**src/rtl/instr_loader.sv**
```systemverilog
// Instruction-memory writer: assembles a big-endian byte stream into words and
// writes them from address 0. Optional checksum stage enabled by INSTR_LOADER_CHECKSUM_EN.
module instr_loader #(
    parameter int ADDR_WIDTH     = 5,
    parameter int BYTES_PER_WORD = 2
) (
    input  logic                        CLK,
    input  logic                        RST,
    input  logic                        start,
    input  logic                        finish,
    input  logic [7:0]                  rx_data,
    input  logic                        rx_valid,
    output logic                        rx_ready,
    output logic                        mem_we,
    output logic [ADDR_WIDTH-1:0]       mem_addr,
    output logic [8*BYTES_PER_WORD-1:0] mem_wdata,
    output logic [ADDR_WIDTH:0]         word_count,
    output logic                        load_done,
    output logic                        load_err,
    output logic [2:0]                  dbg_state_o
);

    localparam int WORD_WIDTH = 8 * BYTES_PER_WORD;
    localparam int CNT_W      = $clog2(BYTES_PER_WORD) + 1;
    localparam logic [ADDR_WIDTH-1:0] LAST_ADDR = {ADDR_WIDTH{1'b1}};

    typedef enum logic [2:0] {
        IDLE     = 3'd0,
        ASSEMBLE = 3'd1,
        WRITE    = 3'd2,
        DONE     = 3'd3
`ifdef INSTR_LOADER_CHECKSUM_EN
        ,
        CHECK    = 3'd4
`endif
    } state_t;

`ifdef INSTR_LOADER_CHECKSUM_EN
    localparam state_t END_STATE = CHECK;
`else
    localparam state_t END_STATE = DONE;
`endif

    // Handshake: a byte transfers on a rising edge where rx_valid && rx_ready;
    // rx_ready never depends on rx_valid, and a start in the same cycle drops the byte.

    state_t                  state_q, state_d;
    logic [ADDR_WIDTH-1:0]   addr_q, addr_d;
    logic [CNT_W-1:0]        cnt_q, cnt_d;
    logic [WORD_WIDTH-1:0]   shift_q, shift_d;
    logic [ADDR_WIDTH:0]     wcount_q, wcount_d;
    logic                    done_q, done_d;
    logic                    ready_q, ready_d;
    logic                    we_q, we_d;
    logic                    accept;
`ifdef INSTR_LOADER_CHECKSUM_EN
    logic [7:0]              xor_q, xor_d;
    logic                    err_q, err_d;
`endif

    assign accept = rx_valid && ready_q && !start;

    always_comb begin
        state_d  = state_q;
        addr_d   = addr_q;
        cnt_d    = cnt_q;
        shift_d  = shift_q;
        wcount_d = wcount_q;
        done_d   = done_q;
`ifdef INSTR_LOADER_CHECKSUM_EN
        xor_d    = xor_q;
        err_d    = err_q;
`endif
        if (start) begin
            state_d  = ASSEMBLE;
            addr_d   = '0;
            cnt_d    = '0;
            shift_d  = '0;
            wcount_d = '0;
            done_d   = 1'b0;
`ifdef INSTR_LOADER_CHECKSUM_EN
            xor_d    = '0;
            err_d    = 1'b0;
`endif
        end else begin
            case (state_q)
                ASSEMBLE: begin
                    if (accept) begin
                        shift_d = (shift_q << 8) | WORD_WIDTH'(rx_data);
                        cnt_d   = cnt_q + 1'b1;
`ifdef INSTR_LOADER_CHECKSUM_EN
                        xor_d   = xor_q ^ rx_data;
`endif
                    end
                    // finish discards any partial word, even one completed this cycle
                    if (finish) begin
                        state_d = END_STATE;
                        cnt_d   = '0;
                    end else if (accept && cnt_q == CNT_W'(BYTES_PER_WORD - 1)) begin
                        state_d = WRITE;
                    end
                end
                WRITE: begin
                    cnt_d    = '0;
                    wcount_d = wcount_q + 1'b1;
                    if (addr_q == LAST_ADDR) begin
                        state_d = END_STATE;
                    end else begin
                        addr_d  = addr_q + 1'b1;
                        state_d = ASSEMBLE;
                    end
                end
`ifdef INSTR_LOADER_CHECKSUM_EN
                CHECK: begin
                    if (accept) begin
                        state_d = DONE;
                        done_d  = (rx_data == xor_q);
                        err_d   = (rx_data != xor_q);
                    end
                end
`endif
                default: ;
            endcase
`ifndef INSTR_LOADER_CHECKSUM_EN
            if (state_d == DONE) done_d = 1'b1;
`endif
        end
        ready_d = (state_d == ASSEMBLE)
`ifdef INSTR_LOADER_CHECKSUM_EN
                  || (state_d == CHECK)
`endif
                  ;
        we_d = (state_d == WRITE);
    end

    always_ff @(posedge CLK or posedge RST) begin
        if (RST) begin
            state_q  <= IDLE;
            addr_q   <= '0;
            cnt_q    <= '0;
            shift_q  <= '0;
            wcount_q <= '0;
            done_q   <= 1'b0;
            ready_q  <= 1'b0;
            we_q     <= 1'b0;
`ifdef INSTR_LOADER_CHECKSUM_EN
            xor_q    <= '0;
            err_q    <= 1'b0;
`endif
        end else begin
            state_q  <= state_d;
            addr_q   <= addr_d;
            cnt_q    <= cnt_d;
            shift_q  <= shift_d;
            wcount_q <= wcount_d;
            done_q   <= done_d;
            ready_q  <= ready_d;
            we_q     <= we_d;
`ifdef INSTR_LOADER_CHECKSUM_EN
            xor_q    <= xor_d;
            err_q    <= err_d;
`endif
        end
    end

    assign rx_ready    = ready_q;
    assign mem_we      = we_q;
    assign mem_addr    = addr_q;
    assign mem_wdata   = shift_q;
    assign word_count  = wcount_q;
    assign load_done   = done_q;
    assign dbg_state_o = state_q;
`ifdef INSTR_LOADER_CHECKSUM_EN
    assign load_err    = err_q;
`else
    assign load_err    = 1'b0;
`endif

endmodule

```
**config.mk**
```make
export PLATFORM = sky130hd
export DESIGN_NAME = instr_loader
export DESIGN_NICKNAME = d
export VERILOG_FILES = /design/src/rtl/instr_loader.sv
export SDC_FILE = /design/constraint.sdc
export NUM_CORES = 1
export LEC_CHECK = 0
export CELL_PAD_IN_SITES_DETAIL_PLACEMENT = 1
export CELL_PAD_IN_SITES_GLOBAL_PLACEMENT = 2
export CORE_ASPECT_RATIO = 1.75
export CORE_MARGIN = 2
export CORE_UTILIZATION = 25
export DETAILED_ROUTE_END_ITERATION = 10
export PLACE_DENSITY_LB_ADDON = 0.1
export SETUP_SLACK_MARGIN = 0.15
export SYNTH_ARGS = -nofsm -noshare
export SYNTH_HDL_FRONTEND = slang
export SYNTH_SLANG_ARGS = --single-unit
```
**constraint.sdc**
```tcl
create_clock -name CLK -period 2 [get_ports CLK]
set_input_delay 0.3 -clock CLK [delete_from_list [all_inputs] [get_ports CLK]]
set_output_delay 0.3 -clock CLK [all_outputs]
set_load 0.02 [all_outputs]
```
==> results of run 1 <==
[cell type report]
type	count	share of cell area, %
Clock buffer	6	5.39
Clock inverter	2	1.36
Inverter	5	0.729
Multi-Input combinational cell	122	30.4
Sequential cell	35	34.1
Tap cell	82	3.98
Timing Repair Buffer	65	24.1
[flip-flops by register name, summed over array words and instances (netlist names)]
name	count
mem_wdata	16
word_count	6
mem_addr	5
dbg_state_o	3
cnt_q	2
load_done	1
mem_we	1
rx_ready	1
[per-layer routing]
layer | vias to the layer above | wire, um | track usage (%)
li1 | 742 | - | -
met1 | 772 | 1950 | 16.8
met2 | 39 | 3090 | 28.1
met3 | 9 | 146 | 2.40
met4 | 0 | 110 | 5.69
met5 | - | 0 | 0
[cells in the final DEF, fill, tap and decap left out, types with 2 or more instances in the layout]
master and n:
o21ai_0 21, nand2b_1 3, nand3_1 20, inv_1 5
clkdlybuf4s50_1 45, or3_1 2, dfrtp_1 33, o31ai_1 2
a21oi_1 27, ha_4 2, buf_6 2, nor2_1 7
dfrtp_2 2, ha_1 2, nand2_1 10, clkbuf_16 5
buf_4 17
[power groups by stage]
stage | combinational (mW) | sequential, mW | clock, mW
6_report | 0.213 | 0.746 | 0.910
3_3_place_gp | 0.210 | 0.758 | 0
5_1_grt | 0.233 | 0.749 | 0.972
4_1_cts | 0.214 | 0.746 | 0.936
3_5_place_dp | 0.213 | 0.759 | 0
2_1_floorplan | 0.0918 | 0.773 | 0
[worst max-delay path, cell delays in order (launching register included)]
cell and delay [ns]:
dfrtp_2 0.42, ha_4 0.17, and3_4 0.18, ha_4 0.15, or4b_4 0.50, or3_1 0.33, a21oi_1 0.13
[worst min path at each step]
stage | slack [ns] | cells past startpoint | start | to
finish | 0.44 | 3 | RST | mem_wdata[12]
global route | 0.47 | 3 | RST | mem_wdata[12]
CTS | 0.46 | 3 | RST | mem_wdata[12]
detailed placement | 0.50 | 1 | load_done | load_done
global placement | 0.49 | 1 | cnt_q[0] | cnt_q[0]
floorplan | 0.43 | 2 | finish | dbg_state_o[0]
[cell families (layout without fill, tap and decap cells)]
| logic type | Yosys count | after routing | share of synthesized area, % |
|---|---|---|---|
| AOI/OAI and AO/OA | 58 | 58 | 19.0 |
| and+or+nand+nor | 54 | 54 | 17.7 |
| DFF | 35 | 35 | 52.4 |
| buffers and inverters | 20 | 78 | 4.94 |
| adders and majority gates | 4 | 4 | 2.99 |
| xor gates and xnor gates | 3 | 3 | 1.57 |
| muxes | 2 | 2 | 1.27 |
| other | 1 | 1 | 0.224 |
[repair_timing]
| action | 4_1_cts | 5_1_grt |
|---|---|---|
| setup endpoints to repair | 4 | 9 |
| gates resized for setup | 3 | 8 |
| cloned | 0 | 0 |
| buffers inserted | 1 | 4 |
| pin swaps | 2 | 4 |
[per-stage QoR]
step	hold slack (ns)	instances	TNS, ns	area [sq um]
after floorplan	0.430	177	-0.138	1700
after global placement	0.487	304	0	2310
after detailed placement	0.502	304	-0.0197	2310
after CTS	0.463	313	0	2510
after global routing	0.472	317	-0.00661	2580
final	0.438	317	0	2580
==> results.ini, run 1 <==
[outcome]
status = complete, no violations

[grt]
grtUsageTotal_pct = 15.2
grt_pass1_vias = 1711
grt_start_max_net_pins = 36
grt_pass1_wl_mm = 8.67
grt_overflow = 0
antenna_found_initial = 0

[synthesis]
synth_cell_type_count = 35
yosysMostFrequentCell = dfrtp_1
synth.cell_area_sq_um = 1670
synthCells = 177
syn_avg_cell_area_sq_um = 9.45
seq_area_frac_synth_pct = 52.4
synth-edff-count = 0
synth.top_cells.by_count = dfrtp_1 (35), a21oi_1 (28), o21ai_0 (22)
ys_warn_count = 0
syn-num-nets = 194
synth_ff_type = dfrtp_1
yosys-top-cells-area = dfrtp_1 (52%), a21oi_1 (8.4%), o21ai_0 (6.6%), nand3_1 (6.0%), ha_1 (3.0%)
yosys_register_bits = 35
async_flop_share_pct = 100
yosys.area.top_type_share_pct = 52.4
synth_top_cell_by_area = dfrtp_1

[drt]
drcViolationCount = 0
vias_per_cell = 4.93
wirelength_mm = 5.30
route.detailed.wl_per_inst_um = 16.7
vias = 1562
final_antenna_net_count = 0
dr.pass1.iters = 4
drt_iter0_drc = 44

[floorplanning]
core_area_sq_um = 6490
die_h_um = 112
dieArea_sq_um = 7390
rows = 39
start_util_pct = 25.8
fp.dieW_um = 65.8
io_pins = 47

[cts]
tritoncts = built
cts.root.buffer_cell = clkbuf_16
htree_levels = 2
clk_pin_slew_ns = 0.06
cts.sinks = 35
worstSkewPairLatency_ns = 0.27
holdBufCountCts = 0
clockBufferDepth = 2
cts_buffers = 5

[setup_path]
r2r_start = mem_addr[1]
startpoint = mem_addr[1]
cp-start-kind = flip-flop
crit_fanout = 4
arrival_ns = 2.16
cp-endpoint = mem_addr[3]
reg2reg_depth = 6
worstPathRequired_ns = 2.20
r2r_end = mem_addr[3]
setup.worst_path.end_class = flip-flop
rrSetupSlack_ns = 0.04
path_class = reg -> reg

[cells_and_area]
nets = 251
multiInputGateArea_sq_um = 782
antenna_cells = 0
seqCellArea_sq_um = 878
final_util_pct = 39.7
syn_to_final_growth_pct = 54.0
fillers = 743
drive_gt1_share_pct = 17.9

[timing]
tightest_slew_ns = 0.503
finalHoldViolations = 0
timing.slew.headroom_pct = 66.0
skew_ns = 0.00313
setup_violations = 0
fin_crit_ns = 1.96
fmax_mhz = 511
period_share_pct = 97.9
drv_slew = 0
rsz0062_at_grt = true
setup_slack_ns = 0.0419

[placed_design]
pre_cts_ws_ns = -0.0197
gp_congestion = 0.759
port_buffers = 45
place.detailed.hpwl_mm = 3.73

[power_and_ir_drop]
power_frac_seq_pct = 39.9
power.leakage_nw = 1.04
finalPower_mw = 1.87
p_sw_share_pct = 23.0
intPower_mw = 1.44
vdd_ir_drop_max_mv = 0.357
combPwrFrac_pct = 11.4
power.density_nw_per_um2 = 725
power_frac_clock_pct = 48.7
switchingPower_mw = 0.430

[job]
maxCapViolCount = 0

[min_path]
hold_path_class = in -> async

Power figures use the tool's default switching activity.
==> inputs of run 2 (changes only) <==
--- a/config.mk
+++ b/config.mk
@@ -5,6 +5,7 @@
 export SDC_FILE = /design/constraint.sdc
 export NUM_CORES = 1
 export LEC_CHECK = 0
+export ABC_AREA = 1
 export CELL_PAD_IN_SITES_DETAIL_PLACEMENT = 1
 export CELL_PAD_IN_SITES_GLOBAL_PLACEMENT = 2
 export CORE_ASPECT_RATIO = 1.75
@@ -13,6 +14,7 @@
 export DETAILED_ROUTE_END_ITERATION = 10
 export PLACE_DENSITY_LB_ADDON = 0.1
 export SETUP_SLACK_MARGIN = 0.15
+export SKIP_LAST_GASP = 1
 export SYNTH_ARGS = -nofsm -noshare
 export SYNTH_HDL_FRONTEND = slang
 export SYNTH_SLANG_ARGS = --single-unit
==> results.ini, run 2 <==
[outcome]
status = complete, no violations  ; unchanged

[cts]
cts.sinks = 35  ; unchanged
cts_resized = 0  ; was 3
tritoncts = built  ; unchanged
cts.root.buffer_cell = clkbuf_16  ; unchanged
clockBufferDepth = 2  ; unchanged
cts_buffers = 5  ; unchanged
htree_levels = 2  ; unchanged
holdBufCountCts = 0  ; unchanged
post_cts_buffers = 0  ; was 1
worstSkewPairLatency_ns = 0.28  ; was 0.27 ns
clk_pin_slew_ns = 0.06  ; about the same

[setup_path]
setup.worst_path.end_class = output pin  ; was flip-flop
path_class = reg -> out  ; was reg -> reg
r2r_start = mem_addr[0]  ; was mem_addr[1]
crit_buf_inv = 1  ; was 0
worstPathRequired_ns = 1.70  ; was 2.20 ns
slowest_stage = clkdlybuf4s50_1  ; was or4b_4
critPathTopFamily = buffers and inverters  ; was simple AND/OR/NAND/NOR gates
reg2reg_depth = 9  ; was 6
crit_path_max_incr_delay_ns = 0.65  ; was 0.50 ns
arrival_ns = 1.39  ; was 2.16 ns
crit_fanout = 4  ; unchanged
crit_path_cell_trace = clkdlybuf4s50_1  ; was ha_4 -> and3_4 -> ha_4 -> or4b_4 -> or3_1 -> a21oi_1
r2r_end = mem_addr[1]  ; was mem_addr[3]
cp-start-kind = flip-flop  ; unchanged
rrSetupSlack_ns = 0.38  ; was 0.04 ns

[power_and_ir_drop]
switchingPower_mw = 0.533  ; was 0.430 mW
power.leakage_nw = 1.10  ; was 1.04 nW
power_frac_seq_pct = 38.2  ; was 39.9%
intPower_mw = 1.52  ; was 1.44 mW
vdd_ir_drop_max_mv = 0.485  ; was 0.357 mV
combPwrFrac_pct = 17.1  ; was 11.4%
p_sw_share_pct = 25.9  ; was 23.0%
finalPower_mw = 2.05  ; was 1.87 mW
power.density_nw_per_um2 = 852  ; was 725 nW/um^2
power_frac_clock_pct = 44.7  ; was 48.7%

[placed_design]
dp.cells = 312  ; was 304
placed_cell_area_sq_um = 2240  ; was 2310 sq um
place.detailed.hpwl_mm = 3.22  ; was 3.73 mm
port_buffers = 45  ; unchanged
gp_congestion = 0.736  ; was 0.759
pre_cts_ws_ns = 0.246  ; was -0.0197 ns

[floorplanning]
rows = 39  ; unchanged
start_util_pct = 25.9  ; was 25.8%
core_area_sq_um = 6590  ; was 6490 sq um
dieArea_sq_um = 7520  ; was 7390 sq um
die_h_um = 113  ; was 112 um
io_pins = 47  ; unchanged
fp.dieW_um = 66.4  ; was 65.8 um

[timing]
skew_ns = 0.00301  ; was 0.00313 ns
fmax_mhz = 592  ; was 511 MHz
period_share_pct = 84.5  ; was 97.9%
whs_ns = 0.441  ; was 0.438 ns
drv_slew = 0  ; unchanged
rsz0062_at_grt = false  ; was true
setup_violations = 0  ; unchanged
fin_tns_setup_ns = 0  ; unchanged
fin_crit_ns = 1.69  ; was 1.96 ns
finalHoldViolations = 0  ; unchanged
setup_slack_ns = 0.311  ; was 0.0419 ns

[drt]
dr.pass1.iters = 3  ; was 4
drt_iter0_drc = 40  ; was 44
final_antenna_net_count = 0  ; unchanged
wirelength_mm = 4.41  ; was 5.30 mm
route.detailed.wl_per_inst_um = 13.8  ; was 16.7 um
vias = 1430  ; was 1562
drcViolationCount = 0  ; unchanged
vias_per_cell = 4.47  ; was 4.93

[synthesis]
synth_cell_type_count = 30  ; was 35
async_flop_share_pct = 100  ; unchanged
yosysMostFrequentCell = dfrtp_1  ; unchanged
synth.cell_area_sq_um = 1710  ; was 1670 sq um
yosys-top-cells-area = dfrtp_1 (51%), inv_1 (6.4%), nand2_1 (5.3%), o21ai_0 (4.7%), nand3_1 (4.1%)  ; was dfrtp_1 (52%), a21oi_1 (8.4%), o21ai_0 (6.6%), nand3_1 (6.0%), ha_1 (3.0%)
synth.top_cells.by_count = dfrtp_1 (35), inv_1 (29), nand2_1 (24)  ; was dfrtp_1 (35), a21oi_1 (28), o21ai_0 (22)
synthCells = 188  ; was 177
yosys.area.top_type_share_pct = 51.4  ; was 52.4%
seq_area_frac_synth_pct = 51.4  ; was 52.4%
ys_warn_count = 0  ; unchanged
synth-edff-count = 0  ; unchanged
syn-num-nets = 205  ; was 194
syn_avg_cell_area_sq_um = 9.07  ; was 9.45 sq um
synth_ff_type = dfrtp_1  ; unchanged
synth_top_cell_by_area = dfrtp_1  ; unchanged
yosys_register_bits = 35  ; unchanged

[cells_and_area]
nets = 254  ; was 251
syn_to_final_growth_pct = 41.3  ; was 54.0%
largest_register_ffs = 16  ; unchanged
drive_gt1_share_pct = 14.3  ; was 17.9%
finalInstanceArea_sq_um = 2410  ; was 2580 sq um
layout_commonest_cell = clkdlybuf4s50_1  ; unchanged
antenna_cells = 0  ; unchanged
final-instance-count-excl-fill = 320  ; was 317
final_util_pct = 36.6  ; was 39.7%
final_cell_mix = clkdlybuf4s50_1 (45), dfrtp_1 (35), inv_1 (29)  ; was clkdlybuf4s50_1 (45), dfrtp_1 (33), a21oi_1 (27)

[grt]
grt_overflow = 0  ; unchanged
antenna_found_initial = 0  ; unchanged
grt_start_max_net_pins = 36  ; unchanged
grt_pass1_vias = 1613  ; was 1711
grtUsageTotal_pct = 13.6  ; was 15.2%
grt_pass1_wl_mm = 7.71  ; was 8.67 mm

[job]
maxCapViolCount = 0  ; unchanged

[min_path]
hold_path_class = in -> async  ; unchanged

run 2: cell types whose count changed in the layout (fill, tap and decap cells not counted), sizes merged, moves of 3 or more:
cell and change:
inv +27, nand2b -3, nor2 +10, a21oi -20
nor3 +6, nand2 +21, buf -17, nand3 -3
or3 -3, o22ai +4
run 2: area by class of cell:
| cell class | count | area (sq um) |
|---|---|---|
| fill | 776 | 4180 |
| sequential | 35 | 876 |
| multi-input combinational | 114 | 656 |
| timing repair buffer | 48 | 473 |
| clock buffer | 6 | 139 |
| inverter | 33 | 129 |
| tap | 82 | 103 |
| clock inverter | 2 | 35.0 |
run 2: worst max-delay path by stage:
stage | start | end | slack (ns) | cells after the start
after floorplan | mem_addr[0] | rx_ready | 0.45 | 11
final | dbg_state_o[0] | dbg_state_o[0] | 0.31 | 1
after detailed placement | rx_valid | mem_wdata[11] | 0.25 | 5
after global placement | rx_valid | mem_wdata[3] | 0.31 | 4
after CTS | dbg_state_o[0] | dbg_state_o[0] | 0.28 | 1
after global routing | mem_addr[0] | mem_addr[1] | 0.18 | 9
run 2: cells by family after synthesis:
family / Yosys count / share of synthesized area [%]
and+or+nand+nor: 73 / 23.6
adders and majority gates: 4 / 2.93
buffers and inverters: 39 / 10.2
xor gates and xnor gates: 1 / 0.514
other: 1 / 0.220
AOI/OAI and AO/OA: 35 / 11.2
DFF: 35 / 51.4
run 2: power groups by stage:
stage | Sequential (mW) | Combinational (mW) | Clock (mW)
final | 0.785 | 0.351 | 0.918
after global routing | 0.792 | 0.393 | 0.972
after CTS | 0.786 | 0.360 | 0.948
after detailed placement | 0.798 | 0.358 | 0
after global placement | 0.796 | 0.353 | 0
after floorplan | 0.846 | 0.164 | 0
run 2: routing by layer:
layer | wire length (um) | global-route usage [%] | part of all wire [%] | vias to the layer above
li1 | - | - | - | 696
met1 | 1650 | 14.0 | 38 | 695
met2 | 2430 | 24.3 | 55 | 34
met3 | 217 | 3.98 | 4.9 | 5
met4 | 106 | 6.53 | 2.4 | 0
met5 | 0 | 0 | 0 | -
